`config.mk`:
```
export PLATFORM = sky130hd
export DESIGN_NAME = lines_to_uart_feeder
export DESIGN_NICKNAME = d
export VERILOG_FILES = /design/src/rtl/lines_feeder_pkg.sv /design/src/rtl/lines_to_uart_feeder.sv
export SDC_FILE = /design/constraint.sdc
export NUM_CORES = 1
export LEC_CHECK = 0
export CAP_MARGIN = 40
export CORE_MARGIN = 1
export CORE_UTILIZATION = 30
export DETAILED_ROUTE_END_ITERATION = 8
export PLACE_DENSITY = 0.59
export SYNTH_ARGS = -nofsm -noshare
export SYNTH_HDL_FRONTEND = slang
export SYNTH_SLANG_ARGS = --single-unit
```
`constraint.sdc`:
```
create_clock -name i_clk_20mhz -period 5.4 [get_ports i_clk_20mhz]
set_input_delay 1.08 -clock i_clk_20mhz [delete_from_list [all_inputs] [get_ports i_clk_20mhz]]
set_output_delay 1.08 -clock i_clk_20mhz [all_outputs]
set_load 0.01 [all_outputs]
```
`src/rtl/lines_feeder_pkg.sv`:
```
// rtl/lines_feeder_pkg.sv - shared types and constants for the line-pair UART feeder
//
// Purpose: FSM state encoding, ASCII constants and the WAIT_BUSY timeout
// used by lines_to_uart_feeder.
// Ports: none (package).
package lines_feeder_pkg;

    typedef enum logic [2:0] {
        ST_IDLE      = 3'd0,
        ST_SEND      = 3'd1,
        ST_WAIT_BUSY = 3'd2,
        ST_WAIT_IDLE = 3'd3,
        ST_DONE      = 3'd4
    } feeder_state_e;

    localparam logic [7:0] ASCII_CR    = 8'h0D;
    localparam logic [7:0] ASCII_LF    = 8'h0A;
    localparam logic [7:0] ASCII_SPACE = 8'h20;

    // Cycles to wait in WAIT_BUSY for the transmitter to drop idle.
    localparam int BUSY_TIMEOUT = 4;

endpackage

```
`src/rtl/lines_to_uart_feeder.sv`:
```
// rtl/lines_to_uart_feeder.sv - serialises two ASCII lines byte by byte into a UART transmitter
//
// Purpose: accepts a line pair on a valid/ready handshake, holds it, and
// presents one character at a time to a UART transmitter, pacing itself on
// the transmitter's idle flag. Optional CR/LF terminator when the macro
// LINES_FEEDER_CRLF_EN is defined.
// Ports:
//   i_clk_20mhz    - system clock, rising edge
//   i_rstn_20mhz   - synchronous active-low reset
//   i_line1/2      - PARM_LINE_CHARS characters each, character 0 in the MSB byte
//   i_lines_valid  - producer offers a line pair
//   o_lines_ready  - feeder can accept a line pair (IDLE only)
//   o_tx_data      - registered character for the transmitter
//   o_tx_go        - one-cycle transmit request
//   i_tx_idle      - transmitter can accept a byte
//   o_busy         - transfer in progress
module lines_to_uart_feeder
    import lines_feeder_pkg::*;
#(
    parameter int PARM_LINE_CHARS = 16
) (
    input  logic                           i_clk_20mhz,
    input  logic                           i_rstn_20mhz,
    input  logic [PARM_LINE_CHARS*8-1:0]   i_line1,
    input  logic [PARM_LINE_CHARS*8-1:0]   i_line2,
    input  logic                           i_lines_valid,
    output logic                           o_lines_ready,
    output logic [7:0]                     o_tx_data,
    output logic                           o_tx_go,
    input  logic                           i_tx_idle,
    output logic                           o_busy
);

    localparam int N      = PARM_LINE_CHARS;
    localparam int HOLD_W = 2 * N * 8;
    localparam int IDX_W  = $clog2(2 * N + 2);
`ifdef LINES_FEEDER_CRLF_EN
    localparam int TOTAL  = 2 * N + 2;
`else
    localparam int TOTAL  = 2 * N;
`endif

    feeder_state_e     state_q, state_d;
    logic [HOLD_W-1:0] hold_q, hold_d;
    logic [IDX_W-1:0]  idx_q, idx_d;
    logic [7:0]        tx_data_q, tx_data_d;
    logic [2:0]        tmo_q, tmo_d;
    // Low for the reset edges so ready only rises on the first edge after release.
    logic              rst_done_q, rst_done_d;

    logic [IDX_W-1:0]  next_idx;
    logic [7:0]        next_byte;

    assign next_idx = idx_q + IDX_W'(1);

    // Byte for the next index: line 1 then line 2 (both MSB-first), then terminator.
    always_comb begin
        next_byte = ASCII_SPACE;
        for (int i = 0; i < 2 * N; i++) begin
            if (next_idx == IDX_W'(i)) begin
                next_byte = hold_q[HOLD_W-8-8*i +: 8];
            end
        end
`ifdef LINES_FEEDER_CRLF_EN
        if (next_idx == IDX_W'(2 * N)) begin
            next_byte = ASCII_CR;
        end
        if (next_idx == IDX_W'(2 * N + 1)) begin
            next_byte = ASCII_LF;
        end
`endif
    end

    // State register
    always_ff @(posedge i_clk_20mhz) begin
        if (!i_rstn_20mhz) begin
            state_q    <= ST_IDLE;
            hold_q     <= {(2 * N){ASCII_SPACE}};
            idx_q      <= '0;
            tx_data_q  <= 8'h00;
            tmo_q      <= '0;
            rst_done_q <= 1'b0;
        end else begin
            state_q    <= state_d;
            hold_q     <= hold_d;
            idx_q      <= idx_d;
            tx_data_q  <= tx_data_d;
            tmo_q      <= tmo_d;
            rst_done_q <= rst_done_d;
        end
    end

    // Next-state and datapath
    always_comb begin
        state_d    = state_q;
        hold_d     = hold_q;
        idx_d      = idx_q;
        tx_data_d  = tx_data_q;
        tmo_d      = tmo_q;
        rst_done_d = 1'b1;
        case (state_q)
            ST_IDLE: begin
                if (i_lines_valid && rst_done_q) begin
                    hold_d    = {i_line1, i_line2};
                    idx_d     = '0;
                    // Preload character 0 so go can fire in the very next cycle.
                    tx_data_d = i_line1[N*8-1 -: 8];
                    state_d   = ST_SEND;
                end
            end
            ST_SEND: begin
                if (i_tx_idle) begin
                    tmo_d   = '0;
                    state_d = ST_WAIT_BUSY;
                end
            end
            ST_WAIT_BUSY: begin
                // A transmitter that never reports busy is treated as done after the timeout.
                if (!i_tx_idle || tmo_q == 3'(BUSY_TIMEOUT - 1)) begin
                    state_d = ST_WAIT_IDLE;
                end else begin
                    tmo_d = tmo_q + 3'd1;
                end
            end
            ST_WAIT_IDLE: begin
                if (i_tx_idle) begin
                    idx_d = next_idx;
                    if (idx_q == IDX_W'(TOTAL - 1)) begin
                        state_d = ST_DONE;
                    end else begin
                        tx_data_d = next_byte;
                        state_d   = ST_SEND;
                    end
                end
            end
            ST_DONE: begin
                state_d = ST_IDLE;
            end
            default: begin
                state_d = ST_IDLE;
            end
        endcase
    end

    // Outputs
    always_comb begin
        o_tx_go       = (state_q == ST_SEND) && i_tx_idle;
        o_lines_ready = (state_q == ST_IDLE) && rst_done_q;
        o_busy        = (state_q != ST_IDLE);
        o_tx_data     = tx_data_q;
    end

endmodule
```
==> results.py, run 1 <==
metrics = {
    "sta": {
        "slew_viol_final": 0,
        "worst_pin_slew_ns": 0.911,
        "timing.fmax_mhz": 245,
        "min_period_over_period_pct": 75.7,
        "fin_crit_ns": 4.09,
        "setup_tns_ns": 0,
        "slew_headroom_pct": 39.3,
        "skew_ns": 0.0192,
        "rsz0062_at_grt": "no",
        "setup_violations": 0,
        "finalHoldViolations": 0,
    },
    "layout": {
        "fin_util_pct": 39.9,
        "nets": 2335,
        "area_growth_pct": 31.1,
        "final_area_um2": 17600,
        "antennaDiodeCount": 0,
        "drive_gt1_share_pct": 4.97,
        "final_cells": 2684,
    },
    "pwr": {
        "internal_power_w": 0.00383,
        "p_sw_share_pct": 26.5,
        "power_frac_comb_pct": 14.2,
        "leakage_nw": 6.36,
        "clock_power_share_pct": 41.6,
        "p_seq_share_pct": 44.1,
        "power.total_w": 0.00521,
        "vdd.ir_drop.worst_uv": 184,
        "p_per_area_nw_per_um2": 296,
        "p_sw_w": 0.00138,
    },
    "global_route": {
        "grt_pass1_wl_um": 78500,
        "antenna_found_initial": 0,
        "grt_max_degree": 168,
        "grt.total_usage_pct": 22.5,
        "grt_overflow_total": 0,
        "grt_pass1_vias": 13300,
    },
    "routing": {
        "vias_per_cell": 5.33,
        "post_drt_wl_per_cell_um": 19.7,
        "first_iter_violations": 1406,
        "vias": 14300,
        "antenna_left": 0,
        "drtPass1Iterations": 6,
        "drc_errors": 0,
        "wirelength_um": 53000,
    },
    "yosys": {
        "synth-main-ff-cell": "dfxtp_1",
        "netlist_area_um2": 13400,
        "synth-edff-count": 0,
        "syn-num-nets": 2156,
        "async_flop_share_pct": 0,
        "syn_inst": 1889,
        "synth_warnings": 0,
        "ys_seq_area_share_pct": 41.3,
        "netlist-cell-type-count": 81,
        "postSynthAreaPerCell_um2": 7.12,
        "yosys_register_bits": 277,
    },
    "worst_setup_path": {
        "critPathCaptureType": "register",
        "arrival_ns": 4.53,
        "cp_max_fo": 27,
        "cp.required_ns": 5.85,
        "crit_type": "reg -> reg",
        "critPathLaunchType": "register",
    },
    "die": {
        "core_area_um2": 44200,
        "start_util_pct": 30.4,
        "rows": 77,
        "die_w_um": 214,
        "ioPinCount": 271,
        "die-area_um2": 45700,
        "fp.dieH_um": 214,
    },
    "hold_path": {
        "hp-class": "reg -> reg",
    },
    "placed_design": {
        "dp_cells": 2627,
        "dp.final_hpwl_um": 39200,
        "gp_congestion": 0.909,
        "io_buffers": 270,
        "placedInstanceArea_um2": 16600,
    },
    "cts": {
        "cts.sinks": 277,
        "ctsResizeCount": 0,
        "htreeDepth": 1,
        "clk_pin_slew_ns": 0.07,
        "cts_tree": "yes",
        "numCtsBuffers": 31,
        "cts-hold-fix-buffers": 0,
        "cts-root-buf": "clkbuf_16",
        "clock_latency_ns": 0.57,
        "cts_setup_buffers": 0,
        "clockBufferDepth": 3,
    },
    "run": {
        "drv_cap": 0,
    },
    "run_status": {
        "status": "complete, no violations",
    },
}
registers in the layout, indices dropped and copies added (netlist names):
name	flops
o_tx_data	8
tmo_q	3
hold_q	256
idx_q	6
rst_done_q	1
state_q	3
final cells by class:
class / count / area, um^2
Timing Repair Buffer: 301 / 2980
Sequential cell: 277 / 5550
Clock inverter: 13 / 150
Fill cell: 4629 / 26600
Inverter: 26 / 103
Multi-Input combinational cell: 1431 / 7210
Tap cell: 592 / 741
Clock buffer: 44 / 905
path summary, 6_finish.rpt:
path                             startpoint           end  slack, ns  depth (start not counted)
worst min register to register  hold_q[255]   hold_q[255]       0.46                          2
worst max-delay path               idx_q[0]  o_tx_data[3]       1.31                         10
worst min-delay path            hold_q[255]   hold_q[255]       0.46                          2
worst max register to register     idx_q[0]  o_tx_data[3]       1.31                         10
metrics by stage:
stage | hold slack (ns) | worst slack [ns]
final | 0.456 | 1.31
after global routing | 0.470 | 1.17
after CTS | 0.455 | 1.41
after detailed placement | 0.447 | 1.45
after global placement | 0.441 | 1.60
after floorplan | 0.431 | 2.47
power by group through the flow:
stage                     registers (W)  clock network (W)  logic, W
after floorplan                 0.00229                  0  0.000393
after detailed placement        0.00234                  0  0.000740
after global placement          0.00234                  0  0.000721
after global routing            0.00231            0.00229  0.000815
final                           0.00230            0.00217  0.000742
after CTS                       0.00230            0.00220  0.000744
cell usage after synthesis (15+ instances only):
cell      number  area share (%)
o22ai_1       21            0.98
o21ai_0       65             2.4
nor3_1        22            0.82
a31oi_1       19            0.88
buf_2         18            0.67
dfxtp_1      277              41
nand3_1       62             2.3
a221oi_1      15            0.98
inv_1         24            0.67
nor2_1        73             2.0
o211ai_1      17            0.95
clkbuf_1     132             3.7
a21oi_1      318              12
nand2_1      587              16
cell families (layout without fill, tap and decap cells):
logic type	count (synthesis)	in the layout	share of synthesized area, %
multiplexers	1	1	0.0745
flip-flops	277	277	41.3
AO/OA/AOI/OAI	578	578	26.1
buffers and inverters	181	384	5.31
XOR/XNOR	1	1	0.0652
AND/OR/NAND/NOR	844	844	26.6
adder cells (fa/ha/maj)	7	7	0.652
placed cells by master (no fill, tap or decap), types with 21 or more instances in the layout:
master / synthesis / routed
buf_4: 1 / 28
nor2_1: 73 / 73
a21oi_1: 318 / 318
nand3_1: 62 / 61
o21ai_0: 65 / 65
nor3_1: 22 / 22
inv_1: 24 / 23
dfxtp_1: 277 / 277
clkbuf_16: 0 / 31
o22ai_1: 21 / 21
nand2_1: 587 / 587
clkdlybuf4s50_1: 0 / 269
per-layer routing:
layer  vias up  part of all wire (%)  GRT usage, %
met5         -                     0             0
met4         0                   3.5          8.15
met3       102                   7.8          3.65
met2       640                    45          35.9
met1      6659                    43          30.4
li1       6906                     -             -
worst max-delay path, cell delays in order, from the launching register on:
cell and delay [ns]:
dfxtp_1 0.64, ha_1 0.85, nand2_1 0.29, o21a_1 0.29, o41ai_2 0.37, o2bb2ai_1 0.20, a222oi_1 0.12, nor4_1 0.56
buf_4 0.21, o311ai_1 0.12, a221oi_1 0.31
No activity file was read; power rests on OpenSTA's default activity.
==> inputs of run 2 (changes only) <==
PLACE_DENSITY = 0.61   (was 0.59)
clock period = 3.3 ns   (was 5.4 ns; I/O delays follow)
==> results.py, run 2 (synthesized netlist as in run 1, its figures left out) <==
metrics = {
    "worst_setup_path": {
        "r2r_cells": 11,
        "cp.buffers_inverters": 3,
        "crit_type": "reg -> reg",
        "worstPathCellList": "ha_1, buf_4, nor2b_1, a21o_1, a31o_2, buf_12, buf_4, o21a_1, nor4_1, o211ai_1, a211oi_1",
        "cp_max_fo": 9,
        "arrival_ns": 3.51,
        "critical_path.top_delay_family": "compound AO/OA/AOI/OAI gates",
        "critPathCaptureType": "register",
        "worst_path_most_repeated_cell": "buf_4",
        "r2r_end": "o_tx_data[1]",
        "cpPeakStageDelay_ns": 0.48,
        "reg2reg_slack_ns": 0.27,
        "critPathLaunchType": "register",
        "rr_startpoint": "idx_q[1]",
        "cp.required_ns": 3.79,
        "slowest_stage": "dfxtp_1",
    },
    "layout": {
        "final_common_cell": "nand2_1",
        "area_growth_pct": 35.8,
        "nets": 2420,
        "final_cell_mix": "587 x nand2_1, 318 x a21oi_1, 277 x dfxtp_1",
        "largest_reg_flops": 256,
        "fillCellCount": 4597,
        "antennaDiodeCount": 0,
        "top_register": "hold_q",
        "final_area_um2": 18300,
        "drive_gt1_share_pct": 8.59,
    },
    "hold_path": {
        "hp-start": "hold_q[190]",
        "worstHoldEndpoint": "hold_q[190]",
        "hp-class": "reg -> reg",
        "holdPathStages": 2,
    },
    "sta": {
        "min_period_over_period_pct": 91.7,
        "slew_headroom_pct": 49.1,
        "timing.fmax_mhz": 331,
        "worst_pin_slew_ns": 0.763,
        "rsz0062_at_grt": "no",
        "finalHoldViolations": 0,
        "slew_viol_final": 0,
        "skew_ns": 0.0273,
        "setup_tns_ns": 0,
        "fin_crit_ns": 3.03,
        "setup_violations": 0,
    },
    "cts": {
        "clk_pin_slew_ns": 0.06,
        "cts.sinks": 277,
        "htreeDepth": 1,
        "cts-root-buf": "clkbuf_16",
        "numCtsBuffers": 30,
        "cts-hold-fix-buffers": 0,
        "clockBufferDepth": 3,
        "cts_setup_buffers": 0,
        "cts_tree": "yes",
        "ctsResizeCount": 0,
        "clock_latency_ns": 0.59,
    },
    "die": {
        "ioPinCount": 271,
        "core_area_um2": 44200,
        "die-area_um2": 45700,
        "fp.dieH_um": 214,
        "start_util_pct": 30.4,
        "die_w_um": 214,
        "rows": 77,
    },
    "routing": {
        "antenna_left": 0,
        "drtPass1Iterations": 6,
        "post_drt_wl_per_cell_um": 19.3,
        "vias_per_cell": 5.27,
        "vias": 14600,
        "wirelength_um": 53300,
        "first_iter_violations": 1224,
        "drc_errors": 0,
    },
    "global_route": {
        "grt_max_degree": 166,
        "grt_pass1_wl_um": 81400,
        "antenna_found_initial": 0,
        "grt.total_usage_pct": 23.2,
        "grt_overflow_total": 0,
        "grt_pass1_vias": 14200,
    },
    "run": {
        "drv_cap": 0,
    },
    "pwr": {
        "leakage_nw": 6.75,
        "p_per_area_nw_per_um2": 456,
        "vdd.ir_drop.worst_uv": 362,
    },
    "run_status": {
        "status": "complete, no violations",
    },
    "placed_design": {
        "gp_congestion": 0.937,
        "dp.final_hpwl_um": 40200,
        "io_buffers": 270,
        "placedInstanceArea_um2": 17300,
    },
}
-- run 2: how the worst max path moves through the flow --
stage	end	slack [ns]	cells after the start	start
global placement	o_tx_data[3]	0.35	9	idx_q[3]
floorplan	o_tx_data[7]	0.72	13	idx_q[0]
CTS	o_tx_data[1]	0.32	11	idx_q[1]
detailed placement	o_tx_data[4]	0.33	8	i_tx_idle
finish	o_tx_data[1]	0.27	11	idx_q[1]
global route	o_tx_data[4]	0.01	9	idx_q[3]
-- run 2: per-stage QoR --
step                setup slack, ns  hold slack [ns]  utilization [%]  total power (W)  instances
floorplan                     0.719            0.431                -          0.00439       1889
global placement              0.350            0.441             39.0          0.00503       2712
detailed placement            0.331            0.443             39.1          0.00506       2713
CTS                           0.317            0.447             41.3          0.00841       2768
global route                 0.0143            0.466             41.3          0.00869       2768
finish                        0.275            0.452             41.3          0.00833       2768
-- run 2: layer usage --
metal	up-vias	routed length, um	track usage [%]
met5	-	0	0
met4	0	1470	6.82
met3	77	3750	2.94
met2	570	24700	38.1
met1	6857	23500	31.6
li1	7086	-	-
-- run 2: area by class of cell --
type | instances | area (um^2) | share of cell area [%]
Multi-Input combinational cell | 1431 | 7210 | 39.5
Sequential cell | 277 | 5550 | 30.4
Timing Repair Buffer | 387 | 3680 | 20.2
Clock buffer | 42 | 856 | 4.69
Tap cell | 592 | 741 | 4.06
Clock inverter | 13 | 124 | 0.678
Inverter | 26 | 103 | 0.562
-- run 2: where the power goes --
part	leakage (nW)	switching, W	internal (W)
clock network	0.474	0.00145	0.00190
logic	4.01	0.000652	0.000570
registers	2.26	0.000182	0.00358
-- run 2: worst reg2reg max path: cells and delay by family, from the launching register on --
| kind | cells | cell delay, ns |
|---|---|---|
| buffers and inverters | 3 | 0.50 |
| AND/OR/NAND/NOR | 2 | 0.46 |
| flip-flops | 1 | 0.48 |
| AO/OA/AOI/OAI | 5 | 1.23 |
| adder cells (fa/ha/maj) | 1 | 0.27 |
==> inputs of run 3 (changes only) <==
ABC_AREA = 1   (was unset)
PLACE_DENSITY = 0.62   (was 0.61)
REMOVE_ABC_BUFFERS = 1   (was unset)
==> results.py, run 3 <==
metrics = {
    "die": {
        "die-area_um2": 43800,
        "core_area_um2": 42100,
        "die_w_um": 209,
        "rows": 75,
        "ioPinCount": 271,
        "start_util_pct": 30.6,
        "fp.dieH_um": 209,
    },
    "layout": {
        "final_cell_mix": "307 x o21ai_0, 299 x nand2_1, 273 x dfxtp_1",
        "fillCellCount": 4235,
        "regArea_um2": 5560,
        "top_register": "hold_q",
        "final_area_um2": 18300,
        "multi_input_area_um2": 6470,
        "drive_gt1_share_pct": 13.2,
        "nets": 2520,
        "final_common_cell": "o21ai_0",
        "area_growth_pct": 42.1,
        "largest_reg_flops": 256,
        "final_cells": 2816,
    },
    "sta": {
        "slew_headroom_pct": 51.0,
        "setup_tns_ns": -3.62,
        "rsz0062_at_grt": "yes",
        "slew_viol_final": 0,
        "timing.fmax_mhz": 259,
        "finalHoldViolations": 0,
        "setup_violations": 8,
        "layout_setup_ws_ns": -0.567,
        "min_period_over_period_pct": 117,
        "skew_ns": 0.00881,
        "fin_crit_ns": 3.87,
        "worst_pin_slew_ns": 0.734,
    },
    "placed_design": {
        "io_buffers": 270,
        "dp.final_hpwl_um": 32800,
        "gp_congestion": 0.862,
        "dp_cells": 2741,
        "placedInstanceArea_um2": 16600,
    },
    "pwr": {
        "power.total_w": 0.0100,
        "leakage_nw": 7.81,
        "p_per_area_nw_per_um2": 546,
        "vdd.ir_drop.worst_uv": 375,
    },
    "yosys": {
        "synth-edff-count": 0,
        "synth.top_cell.area_share_pct": 43.0,
        "async_flop_share_pct": 0,
        "yosysMostFrequentCell": "nand2_1",
        "ys_seq_area_share_pct": 43.0,
        "synthTopCellsByArea": "dfxtp_1 43%, o21ai_0 12%, nand2_1 11%, a21oi_1 9.3%, nor2_1 8.0%",
        "yosys_register_bits": 277,
        "yosys.area.top_type": "dfxtp_1",
        "synth_warnings": 0,
        "synth-main-ff-cell": "dfxtp_1",
        "netlist_area_um2": 12900,
        "netlist_top_cells_count": "376 x nand2_1, 320 x o21ai_0, 277 x dfxtp_1",
        "syn_inst": 1958,
        "netlist-cell-type-count": 34,
        "postSynthAreaPerCell_um2": 6.58,
    },
    "worst_setup_path": {
        "r2r_end": "o_tx_data[2]",
        "cpPeakStageDelay_ns": 0.36,
        "cp.buffers_inverters": 5,
        "critical_path.top_delay_family": "simple AND/OR/NAND/NOR gates",
        "worst_path_most_repeated_cell": "nand2_1",
        "arrival_ns": 4.32,
        "r2r_cells": 41,
        "cp_max_fo": 6,
        "reg2reg_slack_ns": -0.57,
        "cp.required_ns": 3.75,
        "rr_startpoint": "idx_q[0]",
        "slowest_stage": "dfxtp_2",
        "crit_type": "reg -> reg",
        "critPathCaptureType": "register",
        "critPathLaunchType": "register",
    },
    "global_route": {
        "grt_pass1_wl_um": 70500,
        "grt_overflow_total": 0,
        "grt_pass1_vias": 13200,
        "grt.total_usage_pct": 20.3,
        "grt_max_degree": 166,
        "antenna_found_initial": 5,
    },
    "hold_path": {
        "hp-start": "hold_q[167]",
        "worstHoldEndpoint": "hold_q[167]",
        "holdPathStages": 2,
        "hp-class": "reg -> reg",
    },
    "routing": {
        "antenna_left": 0,
        "vias": 13600,
        "wirelength_um": 46300,
        "post_drt_wl_per_cell_um": 16.4,
        "first_iter_violations": 1016,
        "drc_errors": 0,
        "drtPass1Iterations": 5,
        "vias_per_cell": 4.84,
    },
    "cts": {
        "clockBufferDepth": 3,
        "cts-root-buf": "clkbuf_16",
        "cts_tree": "yes",
        "clk_pin_slew_ns": 0.06,
        "clock_latency_ns": 0.57,
        "cts.sinks": 277,
        "numCtsBuffers": 31,
        "cts-hold-fix-buffers": 0,
        "htreeDepth": 1,
    },
    "run_status": {
        "violations": "negative setup slack",
        "status": "complete, but fails checks",
    },
    "run": {
        "drv_cap": 0,
    },
}
[run 3: cell type report]
| type | instances | share of cell area [%] |
|---|---|---|
| Sequential cell | 277 | 30.3 |
| Clock inverter | 7 | 0.519 |
| Timing Repair Buffer | 376 | 20.1 |
| Antenna cell | 5 | 0.0683 |
| Inverter | 242 | 5.06 |
| Clock buffer | 45 | 4.91 |
| Tap cell | 539 | 3.68 |
| Multi-Input combinational cell | 1325 | 35.4 |
[run 3: tightest hold or removal path, delay by kind of cell, from the launching register on]
family                 cells  cell delay (ns)
buffers and inverters      1             0.06
DFF                        1             0.30
AOI/OAI and AO/OA          1             0.05
[run 3: report_power, final]
| part | switching, W | leakage [nW] | internal, W | total, W |
|---|---|---|---|---|
| registers | 0.000259 | 2.28 | 0.00394 | 0.00420 |
| clock network | 0.00141 | 0.486 | 0.00202 | 0.00343 |
| logic | 0.00143 | 5.04 | 0.000939 | 0.00237 |
[run 3: metrics by stage]
stage,worst slack [ns],hold WS (ns),util (%)
6_report,-0.567,0.452,43.5
5_1_grt,-0.882,0.468,43.4
4_1_cts,-0.536,0.451,42.3
3_5_place_dp,-0.714,0.442,39.4
3_3_place_gp,-0.644,0.435,39.4
2_1_floorplan,-9.24,0.421,-
[run 3: worst max-delay path by stage]
stage | startpoint | end | slack (ns) | cells after the start
2_1_floorplan | i_lines_valid | idx_q[1] | -9.24 | 7
3_3_place_gp | idx_q[0] | o_tx_data[0] | -0.64 | 45
3_5_place_dp | idx_q[0] | o_tx_data[0] | -0.71 | 45
4_1_cts | idx_q[0] | o_tx_data[0] | -0.54 | 45
5_1_grt | idx_q[1] | o_tx_data[2] | -0.88 | 41
6_report | idx_q[0] | o_tx_data[2] | -0.57 | 41
[run 3: repair_timing]
action	in CTS	in global routing
endpoints found under the setup margin	8	8
pin swaps	9	75
gates resized for setup	55	121
cloned	0	2
buffers inserted	5	11
[run 3: kinds of logic (layout without fill, tap and decap cells)]
family	Yosys count	count (layout)	share of synthesized area, %
AO/OA/AOI/OAI	572	572	22.4
adder cells (fa/ha/maj)	7	7	0.680
buffers and inverters	356	670	10.5
flip-flops	277	277	43.0
other	0	5	0
AND/OR/NAND/NOR	746	746	23.3
[run 3: layer usage]
| layer | up-vias | track usage [%] | wire (um) |
|---|---|---|---|
| li1 | 6847 | - | - |
| met1 | 6298 | 26.2 | 20100 |
| met2 | 392 | 33.9 | 22000 |
| met3 | 87 | 3.23 | 2570 |
| met4 | 0 | 7.78 | 1640 |
| met5 | - | 0 | 0 |
